[config.mk]
export PLATFORM = sky130hd
export DESIGN_NAME = uart_word_assembler
export DESIGN_NICKNAME = d
export VERILOG_FILES = /design/src/rtl/uart_word_assembler.sv
export SDC_FILE = /design/constraint.sdc
export NUM_CORES = 1
export LEC_CHECK = 0
export CAP_MARGIN = 20
export CELL_PAD_IN_SITES_DETAIL_PLACEMENT = 2
export CELL_PAD_IN_SITES_GLOBAL_PLACEMENT = 2
export CORE_ASPECT_RATIO = 0.7
export CORE_MARGIN = 1.5
export CORE_UTILIZATION = 41
export DETAILED_ROUTE_END_ITERATION = 16
export PLACE_DENSITY = 0.85
export SETUP_SLACK_MARGIN = 0.5
export SLEW_MARGIN = 20
export SYNTH_ARGS = -nofsm -noshare
export SYNTH_HDL_FRONTEND = slang
export SYNTH_SLANG_ARGS = --single-unit
[constraint.sdc]
create_clock -name i_clk -period 4.9 [get_ports i_clk]
set_clock_uncertainty 0.15 [all_clocks]
set_input_delay 0.98 -clock i_clk [delete_from_list [all_inputs] [get_ports i_clk]]
set_output_delay 0.98 -clock i_clk [all_outputs]
set_load 0.1 [all_outputs]
[src/rtl/uart_word_assembler.sv]
// uart_word_assembler
// Frames a byte stream of the form SYNC, P0, P1, P2, P3, C (C = P0^P1^P2^P3)
// into a 32-bit word {P0,P1,P2,P3}. Only checksum-verified words reach
// uart_buf, which then holds until the next good packet. Bad checksums,
// inter-byte timeouts and receiver framing errors all drop the partial packet.
// Result pulses are registered and appear one cycle after the checksum byte.
module uart_word_assembler #(
  parameter logic [7:0] SYNC_BYTE      = 8'hA5,
  parameter int         TIMEOUT_CYCLES = 4096
) (
  input  logic        i_clk,
  input  logic        n_rst,
  input  logic [7:0]  rx_byte,
  input  logic        rx_valid,
  input  logic        rx_err,
  output logic [31:0] uart_buf,
  output logic        valid_data,
  output logic        chk_err,
  output logic        timeout_err,
  output logic        busy
);

  // Idle counter sized to hold TIMEOUT_CYCLES-1; it saturates at all-ones.
  localparam int             CNT_W    = (TIMEOUT_CYCLES > 1) ? $clog2(TIMEOUT_CYCLES) : 1;
  localparam logic [CNT_W-1:0] CNT_LAST = CNT_W'(TIMEOUT_CYCLES - 1);
  localparam logic [CNT_W-1:0] CNT_MAX  = '1;
  localparam logic [1:0]       LAST_IDX = 2'd3;
  localparam int               N_LANES  = 4;

  typedef enum logic [1:0] {
    ST_IDLE    = 2'd0,
    ST_PAYLOAD = 2'd1,
    ST_CHECK   = 2'd2
  } state_t;

  state_t           state_reg, state_next;
  logic [1:0]       idx_reg, idx_next;
  logic [7:0]       chk_reg, chk_next;
  logic [CNT_W-1:0] idle_cnt_reg, idle_cnt_next;
  logic [31:0]      uart_buf_reg;
  logic             valid_reg, chk_err_reg, timeout_reg;
  logic [31:0]      shadow_word;

  // Qualified events shared by the next-state and output logic
  logic in_pkt;       // FSM is somewhere inside a packet
  logic sync_seen;    // header byte arriving while idle
  logic byte_take;    // a data byte is accepted inside a packet
  logic abort_pkt;    // receiver framing error inside a packet
  logic cnt_expired;  // line has been quiet for the full allowance
  logic chk_match;    // incoming byte equals the running checksum

  // Strobes produced by the output decoder
  logic start_pkt;
  logic shift_en;
  logic load_buf;
  logic bad_chk;
  logic timeout_hit;

  assign in_pkt      = (state_reg != ST_IDLE);
  assign sync_seen   = (state_reg == ST_IDLE) && rx_valid && (rx_byte == SYNC_BYTE);
  assign abort_pkt   = in_pkt && rx_err;
  assign byte_take   = in_pkt && rx_valid && !rx_err;
  // A byte arriving on the last allowed cycle rescues the packet.
  assign cnt_expired = in_pkt && !rx_valid && !rx_err && (idle_cnt_reg == CNT_LAST);
  assign chk_match   = (rx_byte == chk_reg);

  // State register
  always_ff @(posedge i_clk or negedge n_rst) begin
    if (!n_rst) begin
      state_reg <= ST_IDLE;
    end else begin
      state_reg <= state_next;
    end
  end

  // Next-state decode; framing errors outrank data, data outranks the timeout
  always_comb begin
    state_next = state_reg;
    case (state_reg)
      ST_IDLE: begin
        if (sync_seen) begin
          state_next = ST_PAYLOAD;
        end
      end
      ST_PAYLOAD: begin
        if (abort_pkt) begin
          state_next = ST_IDLE;
        end else if (byte_take) begin
          if (idx_reg == LAST_IDX) begin
            state_next = ST_CHECK;
          end
        end else if (cnt_expired) begin
          state_next = ST_IDLE;
        end
      end
      ST_CHECK: begin
        if (abort_pkt || byte_take || cnt_expired) begin
          state_next = ST_IDLE;
        end
      end
      default: state_next = ST_IDLE;
    endcase
  end

  // Output decode: datapath strobes and the next values of the result pulses
  always_comb begin
    start_pkt   = 1'b0;
    shift_en    = 1'b0;
    load_buf    = 1'b0;
    bad_chk     = 1'b0;
    timeout_hit = 1'b0;
    case (state_reg)
      ST_IDLE: begin
        start_pkt = sync_seen;
      end
      ST_PAYLOAD: begin
        shift_en    = byte_take;
        timeout_hit = cnt_expired;
      end
      ST_CHECK: begin
        load_buf    = byte_take && chk_match;
        bad_chk     = byte_take && !chk_match;
        timeout_hit = cnt_expired;
      end
      default: ;
    endcase
  end

  // Running checksum and payload index, restarted by every header byte
  always_comb begin
    chk_next = chk_reg;
    idx_next = idx_reg;
    if (start_pkt) begin
      chk_next = 8'h00;
      idx_next = 2'd0;
    end else if (shift_en) begin
      chk_next = chk_reg ^ rx_byte;
      idx_next = idx_reg + 2'd1;
    end
  end

  // Quiet-line counter: cleared by any byte or by leaving the packet
  always_comb begin
    idle_cnt_next = idle_cnt_reg;
    if ((state_next == ST_IDLE) || rx_valid) begin
      idle_cnt_next = '0;
    end else if (idle_cnt_reg != CNT_MAX) begin
      idle_cnt_next = idle_cnt_reg + 1'b1;
    end
  end

  // Packet bookkeeping registers
  always_ff @(posedge i_clk or negedge n_rst) begin
    if (!n_rst) begin
      chk_reg      <= 8'h00;
      idx_reg      <= 2'd0;
      idle_cnt_reg <= '0;
    end else begin
      chk_reg      <= chk_next;
      idx_reg      <= idx_next;
      idle_cnt_reg <= idle_cnt_next;
    end
  end

  // Shadow word as four byte lanes; lane 0 takes the newest byte so P0 ends
  // up in the top lane after four shifts.
  genvar gi;
  generate
    for (gi = 0; gi < N_LANES; gi++) begin : g_lane
      logic [7:0] lane_reg;
      logic [7:0] lane_in;

      if (gi == 0) begin : g_first
        assign lane_in = rx_byte;
      end else begin : g_chain
        assign lane_in = g_lane[gi-1].lane_reg;
      end

      // Shift one byte lane; cleared at the start of each packet
      always_ff @(posedge i_clk or negedge n_rst) begin
        if (!n_rst) begin
          lane_reg <= 8'h00;
        end else if (start_pkt) begin
          lane_reg <= 8'h00;
        end else if (shift_en) begin
          lane_reg <= lane_in;
        end
      end

      assign shadow_word[8*gi +: 8] = lane_reg;
    end
  endgenerate

  // Published word and one-cycle result pulses
  always_ff @(posedge i_clk or negedge n_rst) begin
    if (!n_rst) begin
      uart_buf_reg <= 32'h0;
      valid_reg    <= 1'b0;
      chk_err_reg  <= 1'b0;
      timeout_reg  <= 1'b0;
    end else begin
      valid_reg   <= load_buf;
      chk_err_reg <= bad_chk;
      timeout_reg <= timeout_hit;
      if (load_buf) begin
        uart_buf_reg <= shadow_word;
      end
    end
  end

  assign uart_buf    = uart_buf_reg;
  assign valid_data  = valid_reg;
  assign chk_err     = chk_err_reg;
  assign timeout_err = timeout_reg;
  assign busy        = in_pkt;

endmodule

# == Word-level counts from Yosys, hierarchy flattened ==
# Cells that the tools add are included.
# word_totals
latch_bits,0
input_bits,12
mem_count,0
ramBits,0
word_cells,70
romBits,0
reg_bits,91
# op_classes
n_addsub,2
n_eq_ne,7
shift,0
magnitude_cmp,0
reduce_logical,22
bitwise,1
div,0
n_mul,0
muxes,26
# ops
operator,n
$mux W8,10
$mux W12,2
$mux W2,8
$add A12 B1 Y12 const B,1
$eq A12 B12 Y1 const B,1
$ne A12 B12 Y1 const B,1
$logic_and A1 B1 Y1,10
$eq A8 B8 Y1,1
$eq A8 B8 Y1 const B,1
$xor A8 B8 Y8,1
$pmux W2 S3,1
$reduce_bool A2 Y1,3
$mux W1,5
$eq A2 B2 Y1 const B,2
$logic_not A2 Y1,2
$logic_not A1 Y1,3
$logic_or A1 B1 Y1,3
$add A2 B1 Y2 const B,1
$eq A2 B1 Y1 const B,1
$reduce_or A2 Y1,1

# == Longest topological paths before layout ==
# Gate-level depths: netlist of the first run.
# depth
depth_word,11
depth_mapped,9

# == Worst setup path after synthesis of the first run ==
# Ideal clock, no wire load.
# synth_path
path_kind,register to output
from,reg state_reg[0]
to,out busy
stages_incl_launch_ff,4
t_required_ps,3770
t_arrival_ps,1334
path_slack_ps,2436
path_buffers,0
path_cell_list,dfrtp_1 > inv_1 > ha_1 > inv_1
# synth_via
elab_chain_cells,1
# synth_rtl
item,line_no,text
"start, declared",36,"state_t state_reg, state_next;"
"start signal, assigned",72,state_reg <= state_next;
$reduce_bool A2 Y1,59,assign in_pkt = (state_reg != ST_IDLE);
"end, declared",20,output logic busy
# Every way passes these cells.

# == Worst setup path after layout of the first run ==
# Same ends and word-level chain as after synthesis.

==> run_results.csv, run 1 <==
group,metric,value,unit
synthesis,netlist.area_leader.share,55.7,%
route,post_drt_wl_per_cell,21.8,µm
power_and_ir_drop,power.leakage,2.28,nW
power_and_ir_drop,pwr_density_cell,388,mW/mm²
synthesis,ys_seq_elements,91,
hold_path,hold_path.class,"reg2reg",
placement,placed_cells,488,
synthesis,synthesis.area,0.00409,mm²
timing,setup_tns,0,ps
worst_setup_path,criticalPathCategory,"reg2out",
worst_setup_path,worst_ep_arrival_time,2480,ps
synthesis,avgSynthCellArea,12.7,µm²
route,post_drt_via_cell_ratio,5.23,
outcome,outcome,"completed",
route,wl,11000,µm
synthesis,synth_nets,340,
timing,final-setup-viol-count,0,
synthesis,synth_seq_area_share,55.7,%
placement,io_buffers,47,
floorplanning,core.rowCount,30,
synthesis,synth_edf_count,0,
global_routing,grt_overflow,0,
clock_network,cts_buffer_depth,2,
timing,slew_headroom,32.5,%
cells_and_area,nets,390,
timing,hold_viol,0,
timing,post-route-min-period,3610,ps
global_routing,grt_pass1_vias,3037,
synthesis,syn_inst,322,
power_and_ir_drop,pwr-share-clk,36.4,%
cells_and_area,drive_gt1_share,17.8,%
timing,fmax,277,MHz
timing,fin_crit_sh,73.6,%
clock_network,cts_made_buffers,9,
floorplanning,start_util,42.2,%
worst_setup_path,crit_path_start_kind,"register",
route,drtAntennaViolNets,0,
floorplanning,core,0.00968,mm²
route,vias,2638,
route,route.detailed.drc,0,
worst_setup_path,crit_path_max_fanout,6,
global_routing,grt_pass1_wl,17700,µm
floorplanning,die_w,122,µm
clock_network,cts.hold.buffers_added,0,
global_routing,grt_max_degree,51,
global_routing,antenna_found_initial,0,
power_and_ir_drop,comb_power_share,14.0,%
timing,drv_slew,0,
clock_network,root_buffer,"clkbuf_16",
worst_setup_path,cp.required,3770,ps
floorplanning,die_area,0.0106,mm²
route,first_iter_violations,51,
cells_and_area,area_growth,20.9,%
timing,rsz0062_at_grt,"no",
floorplanning,die_h,86.5,µm
power_and_ir_drop,internal_power,1.37,mW
clock_network,cts_resized,0,
synthesis,synth_commonest_cells,"91 x dfrtp_1, 48 x nor2_1, 29 x mux2_4, 26 x mux2i_1, 15 x xnor2_1",
route,firstDrtPassIters,4,
clock_network,tritoncts,"done",
synthesis,synthMostInstantiatedCell,"dfrtp_1",
placement,place.gp.congestion,0.776,
cells_and_area,stdcell_count,504,
timing,tightest_slew,1010,ps
clock_network,postCtsSetupRepairBufs,0,
power_and_ir_drop,seqPwrFrac,49.7,%
synthesis,synth.distinct_cells,37,
floorplanning,ioPinCount,48,
worst_setup_path,cp-end-kind,"output pin",
clock_network,cts_sinks,91,
cells_and_area,antenna_cells,0,
synthesis,async_flop_share,100,%
power_and_ir_drop,power.switching,547,µW
job,cap_violations,0,
clock_network,htreeDepth,3,
global_routing,track_usage,22.8,%
synthesis,synth.area.top_cells,"dfrtp_1 56%, mux2_4 11%, mux2i_1 6.4%, nor2_1 4.4%, xnor2_1 3.2%",
synthesis,yosys_warnings,0,
clock_network,path_clk_slew,60,ps
power_and_ir_drop,swShare,28.6,%
placement,hpwl,7320,µm
power_and_ir_drop,vdd_ir_drop_max,0.202,mV
synthesis,ys.flop_type,"dfrtp_1",
synthesis,synth_area_leader_cell,"dfrtp_1",
clock_network,clock_latency,340,ps
kinds of logic after synthesis:
kind of cell / synth area share, %
AOI/OAI and AO/OA: 3.37
buffers and inverters: 3.37
muxes: 17.9
DFF: 55.7
xor gates and xnor gates: 5.57
and+or+nand+nor: 12.3
adders and majority gates: 1.84
worst paths after layout:
| path | from | to | slack (ps) | cells past startpoint |
|---|---|---|---|---|
| min reg2reg | uart_buf[10]$_DFFE_PN0P_ | uart_buf[10]$_DFFE_PN0P_ | 360 | 1 |
| min | uart_buf[10]$_DFFE_PN0P_ | uart_buf[10]$_DFFE_PN0P_ | 360 | 1 |
| min in group asynchronous | n_rst | state_reg[0]$_DFF_PN0_ | 530 | 1 |
| max in group asynchronous | n_rst | chk_reg[0]$_DFFE_PN0P_ | 3050 | 2 |
| max | state_reg[0]$_DFF_PN0_ | busy | 1290 | 4 |
| max reg2reg | state_reg[0]$_DFF_PN0_ | chk_reg[4]$_DFFE_PN0P_ | 1790 | 8 |
through the flow:
stage / area, µm² / setup WS (ps) / power [mW] / hold slack (ps) / utilization [%]
2_1_floorplan: 4090 / 2440 / 1.10 / 331 / -
3_3_place_gp: 4640 / 1240 / 1.18 / 345 / 47.9
3_5_place_dp: 4640 / 1120 / 1.22 / 347 / 47.9
4_1_cts: 4930 / 1300 / 1.93 / 368 / 50.9
5_1_grt: 4940 / 1200 / 2.00 / 370 / 51.0
6_report: 4940 / 1290 / 1.92 / 361 / 51.0
worst max-delay path, stage by stage (launching register included):
cell and delay (ps):
dfrtp_1 380, inv_1 110, ha_1 320, inv_1 170
clkdlybuf4s50_1 1160
power by group through the flow:
stage	registers (mW)	logic, mW	clock network [mW]
after floorplan	0.920	0.183	0
after global placement	0.947	0.237	0
after detailed placement	0.964	0.259	0
after CTS	0.952	0.270	0.706
after global routing	0.962	0.297	0.737
final	0.951	0.267	0.697
final cells by class:
type                            count  area (µm²)
Clock buffer                       11         243
Clock inverter                      4        51.3
Fill cell                         961        4740
Inverter                            6        22.5
Multi-Input combinational cell    212        1680
Sequential cell                    91        2280
Tap cell                          128         160
Timing Repair Buffer               52         505
metal layers:
layer	share of wire, %	vias to the layer above	track usage, %
met4	1.1	0	5.50
met2	51	51	39.5
met3	3.2	12	4.93
met1	45	1383	29.3
li1	-	1192	-
met5	0	-	0
cell usage in the layout, fill, tap and decap left out, types with 2 or more instances in the layout:
cell type	instances
dfrtp_1	91
clkdlybuf4s50_1	46
xnor2_1	15
xor2_1	11
mux2_2	3
nor2_1	47
nand2b_1	8
nor4_1	2
a21oi_1	11
nor3_1	5
clkbuf_16	9
mux2_4	29
a22o_1	2
and4_1	2
nand2_2	6
nor2_2	3
nor2b_1	2
ha_1	6
nand2_1	8
nand4_1	6
buf_4	6
mux2i_1	26
nand3_1	5
inv_1	6
(Power assumes the default switching activity.)
==> run 2: changes to the inputs <==
CORE_UTILIZATION = 38   (was 41)
PLACE_DENSITY = 0.8   (was 0.85)
clock period = 3.55 ns   (was 4.9 ns; I/O delays follow)
==> run_results.csv, run 2 (synthesis results as in run 1) <==
group,metric,value,unit
route,route.detailed.drc,0,
floorplanning,ioPinCount,48,
clock_network,cts.hold.buffers_added,0,
worst_setup_path,r2r_cells,8,
placement,place.gp.congestion,0.752,
clock_network,postCtsSetupRepairBufs,0,
timing,rsz0062_at_grt,"no",
clock_network,cts_sinks,91,
worst_setup_path,criticalPathCategory,"reg2out",
cells_and_area,fill_cells,1048,
route,first_iter_violations,78,
route,post_drt_wl_per_cell,19.3,µm
cells_and_area,area_growth,20.3,%
timing,final-setup-viol-count,0,
global_routing,track_usage,18.9,%
cells_and_area,antenna_cells,0,
placement,hpwl,6970,µm
global_routing,grt_overflow,0,
timing,setup_tns,0,ps
route,drtAntennaViolNets,0,
timing,hold_viol,0,
placement,io_buffers,47,
worst_setup_path,crit_buf_inv,1,
power_and_ir_drop,pwr_density_cell,536,mW/mm²
cells_and_area,multi_input_area,0.00168,mm²
route,vias,2601,
worst_setup_path,cp-end-kind,"output pin",
clock_network,htreeDepth,3,
global_routing,antenna_found_initial,0,
floorplanning,core,0.0104,mm²
worst_setup_path,crit_slowest_cell,"clkdlybuf4s50_1",
worst_setup_path,cp.required,2690,ps
clock_network,clock_latency,350,ps
global_routing,grt_pass1_vias,2982,
worst_setup_path,crit_cells,1,
clock_network,path_clk_slew,70,ps
job,cap_violations,0,
timing,tightest_slew,961,ps
placement,placed_cell_area,0.00462,mm²
worst_setup_path,crit_path_start_kind,"register",
cells_and_area,layout_commonest_cell,"dfrtp_1",
global_routing,grt_max_degree,60,
cells_and_area,ff_latch_area,0.00228,mm²
floorplanning,die_h,89.8,µm
floorplanning,die_w,127,µm
clock_network,tritoncts,"done",
timing,fin_crit_sh,74.9,%
timing,post-route-min-period,2660,ps
timing,drv_slew,0,
route,firstDrtPassIters,5,
cells_and_area,final_area,0.00492,mm²
worst_setup_path,worstPathCellList,"clkdlybuf4s50_1",
clock_network,root_buffer,"clkbuf_16",
worst_setup_path,cp_top_family,"buffers and inverters",
cells_and_area,drive_gt1_share,28.0,%
global_routing,grt_pass1_wl,16500,µm
power_and_ir_drop,vdd_ir_drop_max,0.288,mV
worst_setup_path,r2r_setup_slack,1060,ps
timing,fmax,376,MHz
route,post_drt_via_cell_ratio,5.09,
worst_setup_path,worst_ep_arrival_time,1800,ps
worst_setup_path,crit_path_max_fanout,1,
clock_network,cts_buffer_depth,2,
clock_network,cts_resized,0,
cells_and_area,final_core_utilization,47.3,%
outcome,outcome,"completed",
route,wl,9840,µm
timing,hold_slack,281,ps
floorplanning,die_area,0.0114,mm²
hold_path,hold_path.class,"in2async",
floorplanning,core.rowCount,31,
cells_and_area,mostFrequentLayoutCells,"91 x dfrtp_1, 47 x nor2_1, 40 x buf_4",
timing,slew_headroom,35.7,%
clock_network,cts_made_buffers,9,
worst_setup_path,slowest_delay,1120,ps
power_and_ir_drop,power.leakage,2.38,nW
cells_and_area,nets,392,
floorplanning,start_util,39.3,%
## run 2: path summary, 6_finish.rpt
path | startpoint | endpoint
setup / recovery | valid_data$_DFF_PN0_ | valid_data
max in group asynchronous | n_rst | chk_reg[0]$_DFFE_PN0P_
hold reg to reg | uart_buf[11]$_DFFE_PN0P_ | uart_buf[11]$_DFFE_PN0P_
min in group i_clk | uart_buf[11]$_DFFE_PN0P_ | uart_buf[11]$_DFFE_PN0P_
hold / removal | n_rst | uart_buf[25]$_DFFE_PN0P_
setup reg to reg | state_reg[0]$_DFF_PN0_ | chk_reg[2]$_DFFE_PN0P_
## run 2: power breakdown
group / internal [mW] / switching (mW)
combinational: 0.159 / 0.202
clock: 0.550 / 0.419
sequential: 1.17 / 0.135
## run 2: layout make-up
type | instances | area share, %
multi-input cells | 212 | 34.2
flip-flops and latches | 91 | 46.3
inverters | 6 | 0.458
well taps | 132 | 3.36
clock inverters | 7 | 1.53
repair buffers | 54 | 9.57
clock buffers | 9 | 4.58
## run 2: through the flow
| step | setup slack [ps] | power [mW] | cells |
|---|---|---|---|
| after CTS | 884 | 2.67 | 511 |
| after global placement | 655 | 1.65 | 495 |
| final | 892 | 2.63 | 511 |
| after global routing | 786 | 2.76 | 511 |
| after floorplan | 1360 | 1.52 | 322 |
| after detailed placement | 579 | 1.69 | 495 |
## run 2: per-layer routing
| layer | wire, µm | vias to the layer above | share of wire [%] | global-route usage [%] |
|---|---|---|---|---|
| met5 | 0 | - | 0 | 0 |
| met4 | 104 | 0 | 1.1 | 4.55 |
| met3 | 317 | 9 | 3.2 | 5.18 |
| met2 | 4610 | 40 | 47 | 30.5 |
| met1 | 4810 | 1354 | 49 | 25.3 |
| li1 | - | 1198 | - | - |
